File: config.mk
export PLATFORM = sky130hd
export DESIGN_NAME = btn_step_seq
export DESIGN_NICKNAME = d
export VERILOG_FILES = /design/src/rtl/btn_step_seq.sv
export SDC_FILE = /design/constraint.sdc
export NUM_CORES = 1
export LEC_CHECK = 0
export CAP_MARGIN = 20
export CORE_UTILIZATION = 60
export DETAILED_ROUTE_END_ITERATION = 10
export MAX_ROUTING_LAYER = met4
export PLACE_DENSITY = 0.89
export SETUP_SLACK_MARGIN = 0.3
export SKIP_CTS_REPAIR_TIMING = 1
export SLEW_MARGIN = 0
export SYNTH_ARGS = -nofsm -noshare
export SYNTH_HDL_FRONTEND = slang
export SYNTH_SLANG_ARGS = --single-unit
File: constraint.sdc
create_clock -name clk -period 4.5 [get_ports clk]
set_input_delay 1.35 -clock clk [delete_from_list [all_inputs] [get_ports clk]]
set_output_delay 1.35 -clock clk [all_outputs]
set_load 0.05 [all_outputs]
File: src/rtl/btn_step_seq.sv
// Debounces N_STAGES active-low buttons and steps a one-hot LED stage indicator (strict order or free fwd/back).
// Latency: DEBOUNCE_CYCLES+4 clk edges from a stable button low to the updated led/stage/wrap.
// Backpressure: none; button inputs are sampled every cycle and outputs are always valid.
module btn_step_seq #(
  parameter int N_STAGES        = 4,
  parameter int DEBOUNCE_CYCLES = 4
) (
  input  logic                        clk,
  input  logic                        rst,
  input  logic [N_STAGES-1:0]         btn,
  input  logic                        mode,
  output logic [N_STAGES-1:0]         led,
  output logic [$clog2(N_STAGES)-1:0] stage,
  output logic                        wrap
);

  localparam int SW = $clog2(N_STAGES);
  localparam int CW = $clog2(DEBOUNCE_CYCLES + 1);
  localparam logic [SW-1:0] LAST = SW'(N_STAGES - 1);
  localparam logic [N_STAGES-1:0] ONE = {{(N_STAGES-1){1'b0}}, 1'b1};

  logic [N_STAGES-1:0] sync1, sync2, deb, deb_d, press;
  logic [CW-1:0]       cnt [N_STAGES];
  logic [SW-1:0]       idx, idx_nxt;
  logic                wrap_nxt;
  logic                cur_press;

  // Per-button synchroniser, debounce counter and falling-edge press pulse.
  always_ff @(posedge clk) begin
    if (rst) begin
      sync1 <= '1;
      sync2 <= '1;
      deb   <= '1;
      deb_d <= '1;
      press <= '0;
      for (int i = 0; i < N_STAGES; i++) cnt[i] <= '0;
    end else begin
      sync1 <= btn;
      sync2 <= sync1;
      deb_d <= deb;
      press <= deb_d & ~deb;
      for (int i = 0; i < N_STAGES; i++) begin
        if (sync2[i] == deb[i]) begin
          cnt[i] <= '0;
        end else if (cnt[i] == CW'(DEBOUNCE_CYCLES - 1)) begin
          deb[i] <= sync2[i];
          cnt[i] <= '0;
        end else begin
          cnt[i] <= cnt[i] + CW'(1);
        end
      end
    end
  end

  always_comb begin
    idx_nxt   = idx;
    wrap_nxt  = 1'b0;
    cur_press = 1'b0;
    for (int i = 0; i < N_STAGES; i++) begin
      if (idx == SW'(i)) cur_press = press[i];
    end
    if (!mode) begin
      if (cur_press) begin
        if (idx == LAST) begin
          idx_nxt  = '0;
          wrap_nxt = 1'b1;
        end else begin
          idx_nxt = idx + SW'(1);
        end
      end
    end else if (press[0] && !press[1]) begin
      if (idx == LAST) begin
        idx_nxt  = '0;
        wrap_nxt = 1'b1;
      end else begin
        idx_nxt = idx + SW'(1);
      end
    end else if (press[1] && !press[0]) begin
      // Backward step from stage 0 lands on the last stage.
      if (idx == '0) begin
        idx_nxt  = LAST;
        wrap_nxt = 1'b1;
      end else begin
        idx_nxt = idx - SW'(1);
      end
    end
  end

  always_ff @(posedge clk) begin
    if (rst) begin
      idx  <= '0;
      led  <= ONE;
      wrap <= 1'b0;
    end else begin
      idx  <= idx_nxt;
      led  <= ONE << idx_nxt;
      wrap <= wrap_nxt;
    end
  end

  assign stage = idx;

endmodule

# Word level (Yosys, flattened, before mapping)
# Memory sizes are Yosys's and may differ from the RTL's.
# Cells that the tools add are included.
# classes
add_sub_neg	6
eq_ne	11
n_shift	1
muxes	74
n_bitwise	18
n_reduce_logical	9
# op_table
cell	count
two-way mux 1 bit	56
two-way mux 3 bit	12
adder 3 x 1 -> 3 bit (second input constant)	4
equality test 3 x 2 -> 1 bit (second input constant)	4
two-way mux 2 bit	6
OR 1 bit	12
AND reduction 2 bit	4
AND 4 bit	1
equality test 1 bit	4
equality test 2 bit (second input constant)	2
NOT 1 bit	4
NOT 4 bit	1
left shift 1 x 2 -> 4 bit (first input constant)	1
adder 2 x 1 -> 2 bit (second input constant)	1
equality test 2 x 1 -> 1 bit (second input constant)	1
logical AND 1 bit	2
logical NOT 1 bit	2
logical NOT 2 bit	1
subtractor 2 x 1 -> 2 bit (second input constant)	1
# word_totals
regBits	27
ramBits	12
input_bits	7
output_inout_bits	7
wordCells	131
n_memories	1
# memory_table
name	words	word_bits	read_ports	rd_ports_with_merged_regs	wr	line_no	text
cnt	4	3	4	0	4	23	logic [CW-1:0] cnt [N_STAGES];

# Longest topological paths before layout
# Gate-level depths: netlist of the first run.
# depth
ltp_word	8
mapped_depth	7
depth_no_buf	7

# Worst setup path before layout of the first run
# Ideal clock, no wire load.
# synth_timing
path_type	input -> register
start	input port mode
end	register led[0]
arrival_time_ps	2435
t_required_ps	4385
path_slack_ps	1950
cell_stages	5
n_path_buf	1
cell_sequence	clkbuf_1 nor2_1 mux2_4 or3_4 o21a_1
# synth_via
elab_chain_len	2
# synth_rtl
item	line_no	text
from (decl)	11	input logic mode,
two-way mux 2 bit	62	if (!mode) begin
left shift 1 x 2 -> 4 bit	96	led <= ONE << idx_nxt;
to (signal assigned)	96	
to (decl)	12	output logic [N_STAGES-1:0] led,
# No other way between the ends.
# A chain may end at the register's enable or synchronous reset.

# Worst setup path in the final report of the first run
# layout_timing
start	register idx[0], in the netlist stage[0]
end	output port stage[0]
# layout_lines
item	line_no	text
from (decl)	24	logic [SW-1:0] idx, idx_nxt;
from (signal assigned)	95	idx <= idx_nxt;
to (decl)	13	output logic [$clog2(N_STAGES)-1:0] stage,
# No word-level cell between the ends.

==> flow_summary_export.csv, run 1 <==
group,metric,value,unit
status,outcome,"finished, final reports clean",
final_layout,num_antenna_cells,0,
synth,syn_area_per_cell,10.5,µm²
sta,finalSetupViolations,0,
global_route,overflow,0,
global_route,grt_first_pass_wirelength,4.53,mm
clock_tree,htree_levels,2,
power_and_ir_drop,p_per_area,348,nW/µm²
final_layout,layout_common_cells,"dfxtp_1, nor2_1, inv_1, clkdlybuf4s50_1",
sta,rsz0062_at_grt,"false",
synth,synth-seq-area-share,54.6,%
sta,period_needed,3.03,ns
floorplanning,dieWidth,54.4,µm
sta,fmax,330,MHz
critical_path,crit_chain,"clkdlybuf4s50_1",
critical_path,slowest_delay,0.85,ns
global_route,grt_use_total,24.2,%
placed_design,gp_congestion,0.812,
critical_path,cp.arrival,1.68,ns
placed_design,io_buffers,13,
sta,fin_setup_tns,0,ns
power_and_ir_drop,p_leak,0.806,nW
final_layout,final_common_cell,"dfxtp_1",
floorplanning,fp.dieH,54.4,µm
clock_tree,clkLatencyLatePin,0.34,ns
placed_design,dpl.cell_count,206,
final_layout,area_growth,14.0,%
routing,highest_layer,"met4",
sta,relSlewSlack,48.1,%
synth,synthCells,157,
synth,synth_top_area_share,32.8,%
sta,fin_crit_sh,67.4,%
critical_path,cp_top_family,"buffers and inverters",
global_route,grt_pass1_vias,1100,
routing,wl_met1,1.16,mm
run,timing.max_cap.violations,0,
floorplanning,die_area,2960,µm²
floorplanning,core,2540,µm²
final_layout,fill_cells,188,
synth,synth_cell_types,32,
sta,hold_viol,0,
synth,yosys_register_bits,39,
sta,fin_ws,1.47,ns
final_layout,utilization,73.9,%
synth,netlist_area,1650,µm²
global_route,antenna_found_initial,0,
critical_path,cp-end-kind,"output port",
power_and_ir_drop,p_total,0.655,mW
placed_design,dp_slack,1.53,ns
placed_design,dp_hpwl,2.09,mm
clock_tree,cts.clk_slew.worst_paths,0.11,ns
final_layout,drive_gt1_share,4.89,%
routing,wl_met2,1.50,mm
final_layout,nets,202,
floorplanning,ios,14,
synth,synth_top_area_cell,"dfxtp_1",
critical_path,path_buf_inv,1,
routing,finalWirelength,2.87,mm
routing,dr.pass1.iters,4,
routing,routed-wl-met3,140,µm
critical_path,r2r_cells,7,
global_route,grt_max_degree,26,
critical_path,cp_max_fo,8,
synth,yosys_warnings,0,
power_and_ir_drop,max-vdd-ir-drop,359,µV
sta,tightest_slew,0.777,ns
sta,finClkSkew,0.0100,ns
critical_path,required,3.15,ns
routing,drc,0,
floorplanning,start_util,64.8,%
routing,antenna_left,0,
critical_path,crit_type,"flop to output port",
clock_tree,clock_sinks,39,
routing,drtIter0Drc,34,
clock_tree,cts-root-buf,"clkbuf_4",
min_path,min_path_type,"flop to flop",
routing,vias,1144,
floorplanning,rows,18,
critical_path,cp.depth,1,
final_layout,layout.cells.non_filler,214,
critical_path,start_kind,"flop",
sta,drv_slew,0,
synth,yosys-top-cells-area,"dfxtp_1, edfxtp_1, ha_1",
clock_tree,numCtsBuffers,5,
clock_tree,clockBufferDepth,2,
min_path,hold_depth,1,
clock_tree,cts_tree,"built",
routing,post_drt_wl_per_cell,13.4,µm
critical_path,critical-path-slowest-cell,"clkdlybuf4s50_1",
routing,via_per_inst,5.35,
stage by stage:
| step | hold slack (ns) | instance area, µm² |
|---|---|---|
| after CTS | 0.422 | 1880 |
| final | 0.419 | 1880 |
| after floorplan | 0.383 | 1690 |
| after global placement | 0.387 | 1830 |
| after global routing | 0.439 | 1880 |
| after detailed placement | 0.398 | 1830 |
worst paths after layout:
path | start | to | slack, ns
setup / recovery | stage[0] | stage[0] | 1.47
hold / removal | sync1[0] | sync2[0] | 0.42
setup reg to reg | stage[1] | led[0] | 2.15
hold reg to reg | sync1[0] | sync2[0] | 0.42
routing by layer:
metal  GRT usage [%]  up-vias
met5               -        -
met4            16.7        0
met3            8.61        8
met2            41.1       31
met1            22.6      543
li1                -      562
state kept, by name, indices dropped and copies added (netlist names):
name / cells
sync1: 4
press: 4
sync2: 4
wrap: 1
cnt: 12
led: 4
deb: 4
deb_d: 4
stage: 2
final cells by class:
class	count	area [µm²]	share of cell area (%)
Sequential cell	39	901	47.9
Multi-Input combinational cell	106	696	37.0
Timing Repair Buffer	13	130	6.92
Inverter	18	67.6	3.59
Clock buffer	6	41.3	2.20
Tap cell	30	37.5	2.00
Clock inverter	2	7.51	0.399
synth_stat cells, drive strengths merged:
master and count:
conb 1, buf 1, mux2i 1, nor4bb 1, a31o 1, nand3b 1
nor3 1, o21ai 1, o21a 1, o22ai 1, a221oi 1, clkbuf 4
or3 5, nor2b 6, a211o 4, a211oi 3, inv 18, nand2 7
nor2 23, xnor2 4, edfxtp 12, nand4b 1, or2 12, o2111ai 2
ha 12, a21oi 4, mux2 1, nor3b 1, dfxtp 27
report_power, final:
part           internal, mW  switching, mW
logic                0.0408         0.0594
clock network        0.0579          0.105
registers             0.380         0.0114
total                 0.479          0.176
cells by family after synthesis:
group	synth area share (%)
xor+xnor	2.12
mux	1.52
compound gates	8.50
fa+ha+maj	9.10
flops	54.6
buf+inv	5.69
other cells	0.227
simple gates	18.2
Note: power is estimated with default switching activity, not from simulation.
==> run 2: changes to the inputs <==
CORE_UTILIZATION = 56   (was 60)
PLACE_DENSITY = 0.85   (was 0.89)
clock period = 3.15 ns   (was 4.5 ns; I/O delays follow)
==> flow_summary_export.csv, run 2 (synthesized netlist as in run 1, its figures left out) <==
group,metric,value,unit
final_layout,num_antenna_cells,0,
sta,rsz0062_at_grt,"false",
sta,fin_setup_tns,0,ns
sta,finalSetupViolations,0,
sta,finClkSkew,0.00908,ns
floorplanning,start_util,59.3,%
status,outcome,"finished, final reports clean",
floorplanning,core,2780,µm²
critical_path,cp-end-kind,"output port",
critical_path,cp.arrival,1.69,ns
placed_design,dp_hpwl,1.82,mm
clock_tree,clockBufferDepth,2,
final_layout,nets,203,
final_layout,area_growth,16.5,%
clock_tree,numCtsBuffers,5,
floorplanning,dieWidth,56.3,µm
placed_design,io_buffers,13,
critical_path,required,2.20,ns
critical_path,path_buf_inv,1,
sta,fmax,379,MHz
critical_path,cp_max_fo,8,
sta,hold_viol,0,
final_layout,largest_reg_flops,12,
final_layout,final_common_cell,"dfxtp_1",
global_route,antenna_found_initial,0,
critical_path,crit_type,"flop to output port",
routing,drtIter0Drc,53,
routing,wl_met1,999,µm
routing,dr.pass1.iters,4,
power_and_ir_drop,max-vdd-ir-drop,584,µV
power_and_ir_drop,p_total,1.03,mW
final_layout,drive_gt1_share,6.49,%
floorplanning,ios,14,
clock_tree,htree_levels,2,
routing,antenna_left,0,
run,timing.max_cap.violations,0,
clock_tree,cts_tree,"built",
routing,drc,0,
power_and_ir_drop,p_leak,0.826,nW
critical_path,start_kind,"flop",
sta,period_needed,2.64,ns
critical_path,crit_chain,"clkdlybuf4s50_1",
critical_path,slowest_delay,0.86,ns
sta,drv_slew,0,
clock_tree,clock_sinks,39,
routing,finalWirelength,2.40,mm
global_route,grt_pass1_vias,1091,
global_route,overflow,0,
placed_design,gp_congestion,0.974,
min_path,min_path_type,"flop to flop",
clock_tree,cts-root-buf,"clkbuf_4",
clock_tree,cts.clk_slew.worst_paths,0.12,ns
routing,wl_met2,1.23,mm
floorplanning,rows,19,
global_route,grt_max_degree,15,
sta,fin_crit_sh,83.7,%
power_and_ir_drop,p_per_area,537,nW/µm²
critical_path,cp_top_family,"buffers and inverters",
critical_path,critical-path-slowest-cell,"clkdlybuf4s50_1",
final_layout,max_flop_register,"cnt",
routing,routed-wl-met3,123,µm
routing,via_per_inst,5.07,
clock_tree,clkLatencyLatePin,0.34,ns
floorplanning,die_area,3170,µm²
global_route,grt_first_pass_wirelength,4.35,mm
routing,post_drt_wl_per_cell,11.1,µm
final_layout,fill_cells,213,
routing,vias,1096,
routing,highest_layer,"met4",
global_route,grt_use_total,18.8,%
final_layout,layout_common_cells,"dfxtp_1, nor2_1, inv_1, clkdlybuf4s50_1",
floorplanning,fp.dieH,56.3,µm
-- run 2: cell types whose count changed in the layout (fill, tap and decap cells not counted), sizes merged --
| cell | before | now |
|---|---|---|
| bufinv | 0 | 1 |
| clkinv | 2 | 1 |
| inv | 18 | 19 |
| clkbuf | 6 | 5 |
| buf | 0 | 1 |
-- run 2: metal layers --
layer	up-vias	track usage (%)
met5	-	-
met4	0	8.36
met3	5	6.22
met2	29	31.8
met1	501	19.9
li1	561	-
-- run 2: final cells by class --
cell class / count / area (µm²) / area share (%)
tap: 31 / 38.8 / 2.02
inverter: 18 / 67.6 / 3.52
timing repair buffer: 14 / 138 / 7.17
clock inverter: 3 / 42.5 / 2.21
clock buffer: 5 / 37.5 / 1.95
multi-input combinational: 106 / 696 / 36.2
sequential: 39 / 901 / 46.9
-- run 2: path summary, 6_finish.rpt --
| kind | cells past startpoint | slack, ns | to | start |
|---|---|---|---|---|
| worst max-delay path | 1 | 0.51 | stage[0] | stage[0] |
| worst min-delay path | 2 | 0.40 | press[1] | deb_d[1] |
| worst max register to register | 7 | 0.88 | led[0] | stage[0] |
| worst min register to register | 2 | 0.40 | press[1] | deb_d[1] |
-- run 2: stage by stage --
stage          util, %  setup WS (ns)  instance area [µm²]  hold slack, ns  instances
6_report          69.1          0.514                 1920           0.405        216
5_1_grt           69.1          0.453                 1920           0.432        216
4_1_cts           69.1          0.519                 1920           0.412        216
3_5_place_dp      66.2          0.562                 1840           0.394        208
3_3_place_gp      66.2          0.616                 1840           0.385        208
2_1_floorplan        -          0.704                 1690           0.383        168
-- run 2: power by group --
group / switching, mW / internal, mW
Combinational: 0.0795 / 0.0584
Sequential: 0.0147 / 0.543
Clock: 0.168 / 0.167
Total: 0.262 / 0.768
==> run 3: changes to the inputs <==
CORE_UTILIZATION = 50   (was 56)
PLACE_DENSITY = 0.8   (was 0.85)
clock period = 2.4 ns   (was 3.15 ns; I/O delays follow)
==> flow_summary_export.csv, run 3 (synthesized netlist as in run 1, its figures left out) <==
group,metric,value,unit
final_layout,final_common_cell,"dfxtp_1",
sta,fin_setup_tns,0,ns
floorplanning,rows,20,
sta,period_needed,2.02,ns
clock_tree,cts.clk_slew.worst_paths,0.11,ns
critical_path,crit_type,"flop to flop",
final_layout,area_growth,20.6,%
global_route,grt_max_degree,15,
routing,drtIter0Drc,38,
critical_path,slowest_delay,0.40,ns
floorplanning,fp.dieH,59.4,µm
routing,highest_layer,"met4",
critical_path,startpoint,"stage[1]",
routing,antenna_left,0,
critical_path,start_kind,"flop",
routing,routed-wl-met3,132,µm
routing,via_per_inst,4.85,
power_and_ir_drop,p_per_area,629,nW/µm²
sta,relSlewSlack,65.9,%
global_route,grt_pass1_vias,1060,
placed_design,io_buffers,13,
final_layout,nets,206,
clock_tree,clkLatencyLatePin,0.34,ns
final_layout,max_flop_register,"cnt",
final_layout,fill_cells,286,
critical_path,cp_max_fo,6,
routing,wl_met2,1.29,mm
critical_path,r2r_start,"stage[1]",
clock_tree,cts-root-buf,"clkbuf_4",
power_and_ir_drop,max-vdd-ir-drop,496,µV
sta,hold_viol,0,
clock_tree,htree_levels,2,
clock_tree,clockBufferDepth,2,
critical_path,critical-path-slowest-cell,"dfxtp_4",
placed_design,dp_hpwl,1.90,mm
floorplanning,ios,14,
routing,dr.pass1.iters,4,
placed_design,gp_congestion,0.834,
final_layout,utilization,64.1,%
routing,post_drt_wl_per_cell,10.6,µm
final_layout,drive_gt1_share,11.7,%
floorplanning,core,3100,µm²
final_layout,num_antenna_cells,0,
run,timing.max_cap.violations,0,
power_and_ir_drop,p_leak,0.935,nW
final_layout,layout_common_cells,"dfxtp_1, nor2_1, inv_1",
critical_path,crit_chain,"inv_2 -> ha_4 -> nand3b_1 -> a211oi_2 -> mux2_4 -> or3_4 -> o21a_1",
global_route,antenna_found_initial,0,
sta,finalSetupViolations,0,
clock_tree,numCtsBuffers,5,
routing,drc,0,
sta,finClkSkew,0.00877,ns
clock_tree,cts_tree,"built",
floorplanning,start_util,53.1,%
min_path,worstHoldStart,"sync1[1]",
floorplanning,die_area,3530,µm²
sta,fmax,494,MHz
sta,tightest_slew,0.510,ns
sta,rsz0062_at_grt,"false",
global_route,overflow,0,
clock_tree,clock_sinks,39,
routing,wl_met1,1.01,mm
status,outcome,"finished, final reports clean",
sta,drv_slew,0,
routing,vias,1126,
final_layout,largest_reg_flops,12,
sta,fin_crit_sh,84.3,%
routing,finalWirelength,2.46,mm
global_route,grt_use_total,17.0,%
global_route,grt_first_pass_wirelength,4.26,mm
min_path,min_path_type,"flop to flop",
critical_path,required,2.64,ns
critical_path,cp-end-kind,"flop",
floorplanning,dieWidth,59.4,µm
critical_path,r2r_setup_slack,0.38,ns
critical_path,cp.arrival,2.26,ns
[run 3: cell types whose count changed in the layout (fill, tap and decap cells not counted), moves of 2 or more]
cell | previous run | this run
clkdlybuf4s50_1 | 13 | 6
dlymetal6s2s_1 | 0 | 7
buf_4 | 1 | 4
dfxtp_1 | 27 | 25
dfxtp_4 | 0 | 2
ha_1 | 12 | 10
ha_4 | 0 | 2
inv_1 | 18 | 16
inv_2 | 0 | 2
[run 3: where the power goes]
group	switching (mW)	internal, mW
registers	0.0203	0.713
logic	0.111	0.0880
clock network	0.206	0.113
[run 3: per-layer routing]
layer | track usage [%] | vias up
met4 | 6.12 | 0
met2 | 28.9 | 29
met5 | - | -
li1 | - | 571
met3 | 6.11 | 2
met1 | 18.2 | 524
[run 3: path summary, 6_finish.rpt]
path | to | depth (start not counted)
setup / recovery | led[0] | 7
hold / removal | sync2[1] | 1
setup reg to reg | led[0] | 7
hold reg to reg | sync2[1] | 1
[run 3: worst max-delay path: cells and delay by family, from the launching register on]
kind	cells	cell delay [ns]
compound gates	2	0.40
flops	1	0.40
buf+inv	1	0.07
mux	1	0.33
fa+ha+maj	1	0.17
simple gates	2	0.54
[run 3: cell type report]
class / count / area, µm² / share of cell area, %
clock buffers: 6 / 41.3 / 2.08
clock inverters: 2 / 12.5 / 0.629
inverters: 18 / 67.6 / 3.40
multi-input cells: 106 / 726 / 36.5
flip-flops and latches: 39 / 908 / 45.7
well taps: 44 / 55.1 / 2.77
repair buffers: 17 / 178 / 8.94
[run 3: metrics by stage]
step / setup WS (ns) / area, µm² / total power, mW / cells / hold WS (ns)
2_1_floorplan: 0.302 / 1700 / 0.875 / 168 / 0.383
3_3_place_gp: 0.253 / 1880 / 0.922 / 223 / 0.389
3_5_place_dp: 0.225 / 1880 / 0.933 / 223 / 0.390
4_1_cts: 0.120 / 1930 / 1.25 / 231 / 0.410
5_1_grt: 0.305 / 1990 / 1.32 / 232 / 0.409
6_report: 0.376 / 1990 / 1.25 / 232 / 0.404
